**config.mk**
```make
export PLATFORM = sky130hd
export DESIGN_NAME = rr_request_agent
export DESIGN_NICKNAME = d
export VERILOG_FILES = /design/src/rtl/rr_request_agent.sv
export SDC_FILE = /design/constraint.sdc
export NUM_CORES = 1
export LEC_CHECK = 0
export CAP_MARGIN = 20
export CORE_MARGIN = 2
export CORE_UTILIZATION = 28
export CTS_CLUSTER_SIZE = 14
export DETAILED_ROUTE_END_ITERATION = 10
export DONT_BUFFER_PORTS = 1
export GPL_TIMING_DRIVEN = 1
export SLEW_MARGIN = 30
export SYNTH_ARGS = -nofsm -noshare
export SYNTH_HDL_FRONTEND = slang
export SYNTH_SLANG_ARGS = --single-unit
export TNS_END_PERCENT = 5
```
**constraint.sdc**
```tcl
create_clock -name clk -period 3.78 [get_ports clk]
set_input_delay 0.756 -clock clk [delete_from_list [all_inputs] [get_ports clk]]
set_output_delay 0.756 -clock clk [all_outputs]
set_load 0.1 [all_outputs]
```
**src/rtl/rr_request_agent.sv**
```systemverilog
// Requester-side agent for the round-robin arbiter: per-channel pending job counters, one arbitration
// round in flight at a time, fixed BURST_LEN transfer window. Optional grant legality check: RR_AGENT_GRANT_CHECK_EN.
module rr_request_agent #(
    parameter int unsigned REQUESTERS = 4,
    parameter int unsigned PEND_DEPTH = 4,
    parameter int unsigned BURST_LEN  = 4
) (
    input  logic                          clk,
    input  logic                          reset,
    input  logic [REQUESTERS-1:0]         job_valid,
    output logic [REQUESTERS-1:0]         job_ready,
    output logic [REQUESTERS-1:0]         request,
    input  logic [REQUESTERS-1:0]         chosen,
    output logic                          xfer_active,
    output logic [$clog2(REQUESTERS)-1:0] xfer_owner,
    output logic                          xfer_last,
    output logic                          grant_err
);

    localparam int unsigned OW = $clog2(REQUESTERS);
    localparam int unsigned CW = $clog2(PEND_DEPTH + 1);
    localparam int unsigned BW = (BURST_LEN > 1) ? $clog2(BURST_LEN) : 1;

    typedef enum logic [1:0] {
        IDLE = 2'd0,
        REQ  = 2'd1,
        WAIT = 2'd2,
        XFER = 2'd3
    } state_t;

    state_t                  state_q, state_d;
    logic [BW-1:0]           burst_q, burst_d;
    logic [CW-1:0]           cnt_q [REQUESTERS];
    logic [REQUESTERS-1:0]   pending;
    logic [REQUESTERS-1:0]   inc;
    logic [REQUESTERS-1:0]   dec;
    logic [REQUESTERS-1:0]   request_d;
    logic                    xfer_active_d;
    logic                    xfer_last_d;
    logic                    grant_err_d;
    logic [OW-1:0]           xfer_owner_d;
    logic [OW-1:0]           pick_idx;
    logic                    pick_ok;
    logic                    grant_bad;

    // Counter status: readiness is from the current count only, never a same-cycle decrement.
    always_comb begin
        for (int i = 0; i < REQUESTERS; i++) begin
            pending[i]   = (cnt_q[i] != '0);
            job_ready[i] = (cnt_q[i] < CW'(PEND_DEPTH));
            inc[i]       = job_valid[i] && job_ready[i];
        end
    end

    // Lowest set bit of the grant; equals the only bit when the grant is one-hot.
    always_comb begin
        pick_idx = '0;
        for (int i = REQUESTERS - 1; i >= 0; i--) begin
            if (chosen[i]) begin
                pick_idx = OW'(i);
            end
        end
    end

`ifdef RR_AGENT_GRANT_CHECK_EN
    localparam logic [REQUESTERS-1:0] LSB_ONE = REQUESTERS'(1);

    logic [REQUESTERS-1:0] snap_q;

    // Requests issued this round; pending only changes by increments until the grant is consumed.
    always_ff @(posedge clk or posedge reset) begin
        if (reset) begin
            snap_q <= '0;
        end else if (state_q == IDLE) begin
            snap_q <= pending;
        end
    end

    assign pick_ok   = (chosen != '0) && ((chosen & (chosen - LSB_ONE)) == '0) && ((chosen & snap_q) != '0);
    assign grant_bad = (chosen != '0) && !pick_ok;
`else
    assign pick_ok   = (chosen != '0);
    assign grant_bad = 1'b0;
`endif

    // Next state and next registered outputs.
    always_comb begin
        state_d      = state_q;
        burst_d      = burst_q;
        request_d    = '0;
        xfer_owner_d = xfer_owner;
        grant_err_d  = 1'b0;
        dec          = '0;
        unique case (state_q)
            IDLE: begin
                if (pending != '0) begin
                    state_d   = REQ;
                    request_d = pending;
                end
            end
            REQ: begin
                state_d = WAIT;
            end
            WAIT: begin
                state_d = IDLE;
                if (pick_ok) begin
                    state_d       = XFER;
                    burst_d       = BW'(BURST_LEN - 1);
                    xfer_owner_d  = pick_idx;
                    dec[pick_idx] = pending[pick_idx];
                end else begin
                    grant_err_d = grant_bad;
                end
            end
            XFER: begin
                if (burst_q == '0) begin
                    state_d = IDLE;
                end else begin
                    burst_d = burst_q - BW'(1);
                end
            end
            default: begin
                state_d = IDLE;
            end
        endcase
        xfer_active_d = (state_d == XFER);
        xfer_last_d   = xfer_active_d && (burst_d == '0);
        if (!xfer_active_d) begin
            xfer_owner_d = '0;
        end
    end

    always_ff @(posedge clk or posedge reset) begin
        if (reset) begin
            state_q     <= IDLE;
            burst_q     <= '0;
            request     <= '0;
            xfer_active <= 1'b0;
            xfer_owner  <= '0;
            xfer_last   <= 1'b0;
            grant_err   <= 1'b0;
        end else begin
            state_q     <= state_d;
            burst_q     <= burst_d;
            request     <= request_d;
            xfer_active <= xfer_active_d;
            xfer_owner  <= xfer_owner_d;
            xfer_last   <= xfer_last_d;
            grant_err   <= grant_err_d;
        end
    end

    // Simultaneous increment and decrement cancel out.
    always_ff @(posedge clk or posedge reset) begin
        if (reset) begin
            for (int i = 0; i < REQUESTERS; i++) begin
                cnt_q[i] <= '0;
            end
        end else begin
            for (int i = 0; i < REQUESTERS; i++) begin
                if (inc[i] != dec[i]) begin
                    cnt_q[i] <= inc[i] ? (cnt_q[i] + CW'(1)) : (cnt_q[i] - CW'(1));
                end
            end
        end
    end

endmodule
```
==> results of run 1 <==
## routing by layer
layer	vias to the layer above	wire length, um
met1	434	1000
li1	398	-
met4	0	30
met3	4	142
met2	23	1160
met5	-	0
## worst reg2reg max path, cell delays in order, from the launching register on
cell,delay [ns]
dfrtp_1,0.41
inv_1,0.65
nand2_1,0.26
fa_1,0.44
nor3_1,0.19
nand2_1,0.07
o211ai_1,0.09
## sequential cells by signal, summed over array words and instances, names as in the netlist
name / count
state_q: 2
burst_q: 2
xfer_owner: 2
cnt_q: 12
xfer_last: 1
xfer_active: 1
request: 4
## synth_stat cells, drive strengths merged, types with 3 or more instances
cell type   n  share of area
buf         3          0.019
or4         3          0.018
nand2      10          0.030
xnor2       5          0.036
xor2        3          0.027
dfrtp      24           0.49
fa          4          0.065
nand3       6          0.024
nor2        7          0.023
nor2b       3          0.015
o21ai       5          0.020
mux2        4          0.037
inv         7          0.021
nor3        9          0.037
## logic make-up after synthesis
family          synth area share
simple gates               0.200
flops                      0.488
compound gates            0.0955
buf+inv                   0.0406
xor+xnor                  0.0630
mux                       0.0447
fa+ha+maj                 0.0650
other cells              0.00305
## through the flow
step	hold slack (ns)	total power [uW]	cells	util
after floorplan	0.424	993	113	-
after global placement	0.447	1040	165	0.302
after detailed placement	0.455	1070	165	0.302
after CTS	0.467	1240	169	0.314
after global routing	0.438	1310	169	0.314
final	0.393	1230	169	0.314
## final cells by class
type / instances / area share
tap: 52 / 0.0482
clock buffer: 4 / 0.0408
inverter: 7 / 0.0195
sequential: 24 / 0.445
timing repair buffer: 3 / 0.0167
multi-input combinational: 79 / 0.430
## worst max-delay path by stage
stage               depth (start not counted)       from  slack [ns]        end
finish                                      6   cnt_q[5]        1.57   cnt_q[5]
CTS                                         6   cnt_q[5]        1.55   cnt_q[5]
floorplan                                   5   cnt_q[2]        1.54   cnt_q[2]
global placement                            4  chosen[1]        1.51   cnt_q[4]
global route                                6   cnt_q[5]        1.42   cnt_q[5]
detailed placement                          5  chosen[2]        1.46  cnt_q[10]
## cells in the final DEF (no fill, tap or decap), drive strengths merged, types with 2 or more instances in the layout
cell | Yosys | final
buf | 3 | 3
or4 | 3 | 3
nand3 | 6 | 6
fa | 4 | 4
nor3 | 9 | 9
o2111ai | 2 | 2
inv | 7 | 7
nor2 | 7 | 7
o211ai | 2 | 2
nand2 | 10 | 10
a21oi | 2 | 2
xnor2 | 5 | 5
o21ai | 5 | 5
nor3b | 2 | 2
nor2b | 3 | 3
o31ai | 2 | 2
clkbuf | 0 | 4
xor2 | 3 | 3
mux2 | 4 | 4
dfrtp | 24 | 24
## power groups by stage
stage	clock (uW)	combinational, uW	sequential [uW]
2_1_floorplan	0	334	659
3_3_place_gp	0	346	695
3_5_place_dp	0	370	702
4_1_cts	176	370	697
5_1_grt	184	416	714
6_report	173	364	695
==> metrics.md, run 1 <==
| Metric | Value |
|---|---|
| Combinational share of power | `0.295` |
| # Max-Cap Violations | `0` |
| Ys Warns | `0` |
| GRT busiest layer | `met2` |
| Min cycle time layout | `2.21 ns` |
| F_max | `453 MHz` |
| Worst R2R Setup Slack | `1.57 ns` |
| Async set or reset register ratio after synthesis | `1.00` |
| RR Endpoint | `cnt_q[5]` |
| Routed len/inst | `13.8 um` |
| Avg Cell Area, Syn | `10.9 sq um` |
| Worst-Margin Slew | `0.922 ns` |
| Crit path max-delay family | `buffers and inverters` |
| WS Path Type | `flop to flop` |
| Clk slew on worst S/H paths | `0.08 ns` |
| Cts hold-fix bufs | `0` |
| Area of the multi-input gates | `581 sq um` |
| Switching part of the total | `0.516` |
| # fillers | `442` |
| Period utilisation layout | `0.584` |
| First-pass DRT Iterations | `4` |
| Pint | `596 uW` |
| Vias per cell | `5.08` |
| Detailed placement HPWL | `1830 um` |
| Reg power frac | `0.564` |
| Clock skew | `0.00277 ns` |
| Total number of vias | `859` |
| Worst Path Max Fanout | `4` |
| ANT cells | `0` |
| Die Ht | `70.3 um` |
| Worst EP required | `3.96 ns` |
| R2r startpoint | `cnt_q[5]` |
| Vias in the first global route | `876` |
| Antenna-violating nets left | `0` |
| CTS sink count | `24` |
| Area growth from synthesis to layout | `9.65%` |
| EDFF count, synth | `0` |
| Die X | `70.3 um` |
| CTS Buf Count | `3` |
| Clk Latency, worst-skew pair | `0.26 ns` |
| Final WL | `2330 um` |
| Tot GR Track Use | `0.0989` |
| # Post-CTS Setup Buffers | `0` |
| Initial antenna violation count | `0` |
| Max-slew violations | `0` |
| Initial DRC count | `32` |
| Dpl cell area | `0.00129 sq mm` |
| Synthesized flop and latch total | `24` |
| M1 GR Usage | `0.120` |
| Seq/Total Area, Yosys | `0.488` |
| Pin count of the biggest net entering global routing | `25` |
| NumNets Final | `132` |
| Slew headroom | `0.385` |
| Core area | `0.00429 sq mm` |
| CTS tree | `yes` |
| CP arrival | `2.39 ns` |
| Power per cell area | `912 mW/mm^2` |
| Layout cell share with drive strength beyond 1 | `0.120` |
| Post-Syn Nets | `127` |
| CTS resizes | `0` |
| Worst min-delay path class | `input pin to asynchronous set/reset pin` |
| Ports | `23` |
| Most used DFF post-synth | `dfrtp_1` |
| CP endpoint kind | `flop` |
| R2r worst-path depth | `6` |
| Design Area, Final | `0.00135 sq mm` |
| GP Congestion | `0.805` |
| Remaining DRCs | `0` |
| Clk pwr share | `0.140` |
| Lkg Pwr | `0.000546 uW` |
| Final setup vio count | `0` |
| TNS Setup | `0 ns` |
| # rows | `24` |
| CTS Root Cell | `clkbuf_8` |
| GR Util met2 | `0.170` |
| CP Cell Sequence | `inv_1, nand2_1, fa_1, nor3_1, nand2_1, o211ai_1` |
| Status | `finished, final reports clean` |
| Die area | `0.00494 sq mm` |
| H-tree depth | `1` |
| RSZ-0062 raised after global routing | `no` |
| Crit-path max cell delay | `0.65 ns` |
| Worst Path Buf+Inv | `1` |
| Initial Util | `0.287` |
| Grt total ovfl | `0` |
| First-pass GRT wire length | `3930 um` |
| Port bufs | `0` |
| Routing usage on met3 | `0.0216` |
| Startpoint Class | `flop` |
| Slowest CP cell | `inv_1` |
| Final setup margin | `1.57 ns` |
| Clock Path Buffers | `2` |
| Register area | `601 sq um` |
| Maximum vdd drop | `241 uV` |
| DP Worst Slack | `1.46 ns` |
| P_sw | `635 uW` |
| Synth cell types | `37` |
| Post-Syn Area | `0.00123 sq mm` |
| Cells after synthesis | `113` |
| Cell mode on critical path | `nand2_1` |
| Final Hold Vio Count | `0` |
Power figures use the tool's default switching activity.
==> run 2: changes to the inputs <==
- ABC_AREA: unset -> 1
- clock period: 3.78 -> 2 ns (I/O delays scaled with it)
==> metrics.md, run 2 <==
| Metric | Value |
|---|---|
| Cell taking the most area after synthesis | `dfrtp_1` |
| EDFF count, synth | `0` |
| Initial DRC count | `51` |
| Top cells by area, synth | `dfrtp_1 41%, nand3_1 8.6%, nand2_1 7.5%` |
| Final worst hold slack | `0.0554 ns` |
| Crit-path max cell delay | `0.44 ns` |
| CP endpoint kind | `output port` |
| CTS tree | `yes` |
| Ys Warns | `0` |
| Final WL | `2770 um` |
| Register area | `601 sq um` |
| Post-Place Cells | `255` |
| Max-slew violations | `0` |
| Die area | `0.00579 sq mm` |
| Seq/Total Area, Yosys | `0.413` |
| Pin count of the biggest net entering global routing | `25` |
| Largest regs | `cnt_q: 12 flops, request: 4 flops` |
| H-tree depth | `1` |
| Worst EP required | `1.60 ns` |
| Routed len/inst | `10.7 um` |
| Grt total ovfl | `0` |
| Tot GR Track Use | `0.105` |
| Detailed placement HPWL | `2150 um` |
| Cts hold-fix bufs | `0` |
| # Post-CTS Setup Buffers | `0` |
| # fillers | `552` |
| CP Cell Sequence | `clkinvlp_4, buf_4` |
| Most used DFF post-synth | `dfrtp_1` |
| Status | `finished, final reports clean` |
| Most frequent cells in the layout | `29 x nand2_1, 25 x nand3_1, 24 x dfrtp_1, 20 x inv_1, 18 x nor2_1` |
| Clock Path Buffers | `2` |
| Design Area, Final | `0.00171 sq mm` |
| Async set or reset register ratio after synthesis | `1.00` |
| Worst R2R Setup Slack | `0.53 ns` |
| Die X | `76.1 um` |
| WS Path Type | `flop to output port` |
| Remaining DRCs | `0` |
| Post-Syn Nets | `187` |
| Ports | `23` |
| Area growth from synthesis to layout | `17.4%` |
| Synth cell types | `26` |
| Top reg by flops | `cnt_q` |
| # rows | `26` |
| Avg Cell Area, Syn | `8.41 sq um` |
| CTS sink count | `24` |
| Worst setup startpoint | `cnt_q[5]` |
| RSZ-0062 raised after global routing | `no` |
| CTS Buf Count | `3` |
| Post-synth top area share | `0.413` |
| Final setup vio count | `0` |
| CTS resizes | `0` |
| CP arrival | `1.10 ns` |
| Most frequent cell after synthesis | `nand2_1` |
| Slowest CP cell | `dfrtp_1` |
| Synthesized flop and latch total | `24` |
| Clock skew | `0.0121 ns` |
| Fin cells | `259` |
| Total number of vias | `1113` |
| Post-Syn Area | `0.00146 sq mm` |
| R2r startpoint | `cnt_q[5]` |
| Port bufs | `0` |
| # Max-Cap Violations | `0` |
| Initial Util | `0.287` |
| Area of the multi-input gates | `749 sq um` |
| Die Ht | `76.1 um` |
| ANT cells | `0` |
| Crit path max-delay family | `flip-flops` |
| Final Hold Vio Count | `0` |
| Period utilisation layout | `0.748` |
| Core area | `0.00507 sq mm` |
| Max reg flops | `12` |
| Startpoint Class | `flop` |
| GP Congestion | `0.780` |
| Vias per cell | `4.30` |
| First-pass GRT wire length | `4880 um` |
| Min cycle time layout | `1.50 ns` |
| Top cells by count, synth | `29 x nand2_1, 25 x nand3_1, 24 x dfrtp_1` |
| Clk slew on worst S/H paths | `0.09 ns` |
| Layout cell share with drive strength beyond 1 | `0.243` |
| Commonest non-fill, non-tap cell in the layout | `nand2_1` |
| NumNets Final | `204` |
| Dpl cell area | `0.00164 sq mm` |
| Worst Path Max Fanout | `3` |
| Initial antenna violation count | `0` |
| CTS Root Cell | `clkbuf_8` |
| Worst Path Buf+Inv | `2` |
| First-pass DRT Iterations | `4` |
| F_max | `669 MHz` |
| Worst min-delay path class | `input pin to asynchronous set/reset pin` |
| Clk Latency, worst-skew pair | `0.28 ns` |
| Cells after synthesis | `173` |
| Antenna-violating nets left | `0` |
| Vias in the first global route | `1053` |
==> run 2: cell count changes in the layout (fill, tap and decap cells not counted), sizes merged, moves of 5 or more <==
cell / previous run / this run
inv: 7 / 25
nand3: 6 / 29
buf: 3 / 13
nor3: 9 / 4
xnor2: 5 / 0
nand2: 10 / 39
nor2: 7 / 23
==> run 2: final cells by class <==
class | instances | share of cell area
Sequential cell | 24 | 0.352
Tap cell | 70 | 0.0513
Multi-Input combinational cell | 122 | 0.439
Clock buffer | 3 | 0.0242
Clock inverter | 1 | 0.0176
Inverter | 26 | 0.0593
Timing Repair Buffer | 13 | 0.0571
==> run 2: per-stage QoR <==
stage	setup TNS, ns	utilization	setup WS, ns
final	0	0.337	0.505
after floorplan	-0.241	-	-0.0938
after global routing	0	0.337	0.427
after detailed placement	0	0.322	0.531
after CTS	0	0.337	0.492
after global placement	0	0.322	0.535
==> run 2: worst paths after layout <==
| path | end | cells past startpoint |
|---|---|---|
| max | job_ready[2] | 2 |
| min | cnt_q[0] | 2 |
| max reg2reg | cnt_q[5] | 6 |
| min reg2reg | xfer_owner[0] | 2 |
| max in group asynchronous | cnt_q[9] | 2 |
| min in group clk | cnt_q[4] | 3 |
==> run 2: per-layer routing <==
layer	part of all wire	GRT usage	wire (um)	up-vias
li1	-	-	-	580
met1	0.53	0.153	1460	506
met2	0.41	0.154	1150	22
met3	0.050	0.0308	138	5
met4	0.0090	0.0273	25	0
met5	0	0	0	-
==> run 2: kinds of logic (layout without fill, tap and decap cells) <==
logic type / count (synthesis) / in the layout / synth area share
and+or+nand+nor: 103 / 103 / 0.399
buffers and inverters: 27 / 43 / 0.0722
AOI/OAI and AO/OA: 10 / 10 / 0.0344
adders and majority gates: 4 / 4 / 0.0550
DFF: 24 / 24 / 0.413
other: 1 / 1 / 0.00258
xor gates and xnor gates: 4 / 4 / 0.0241
Power of run 2 is left out: the tool's default activity adds up to more than one toggle a clock period on the data nets, which glitch-free logic cannot reach.
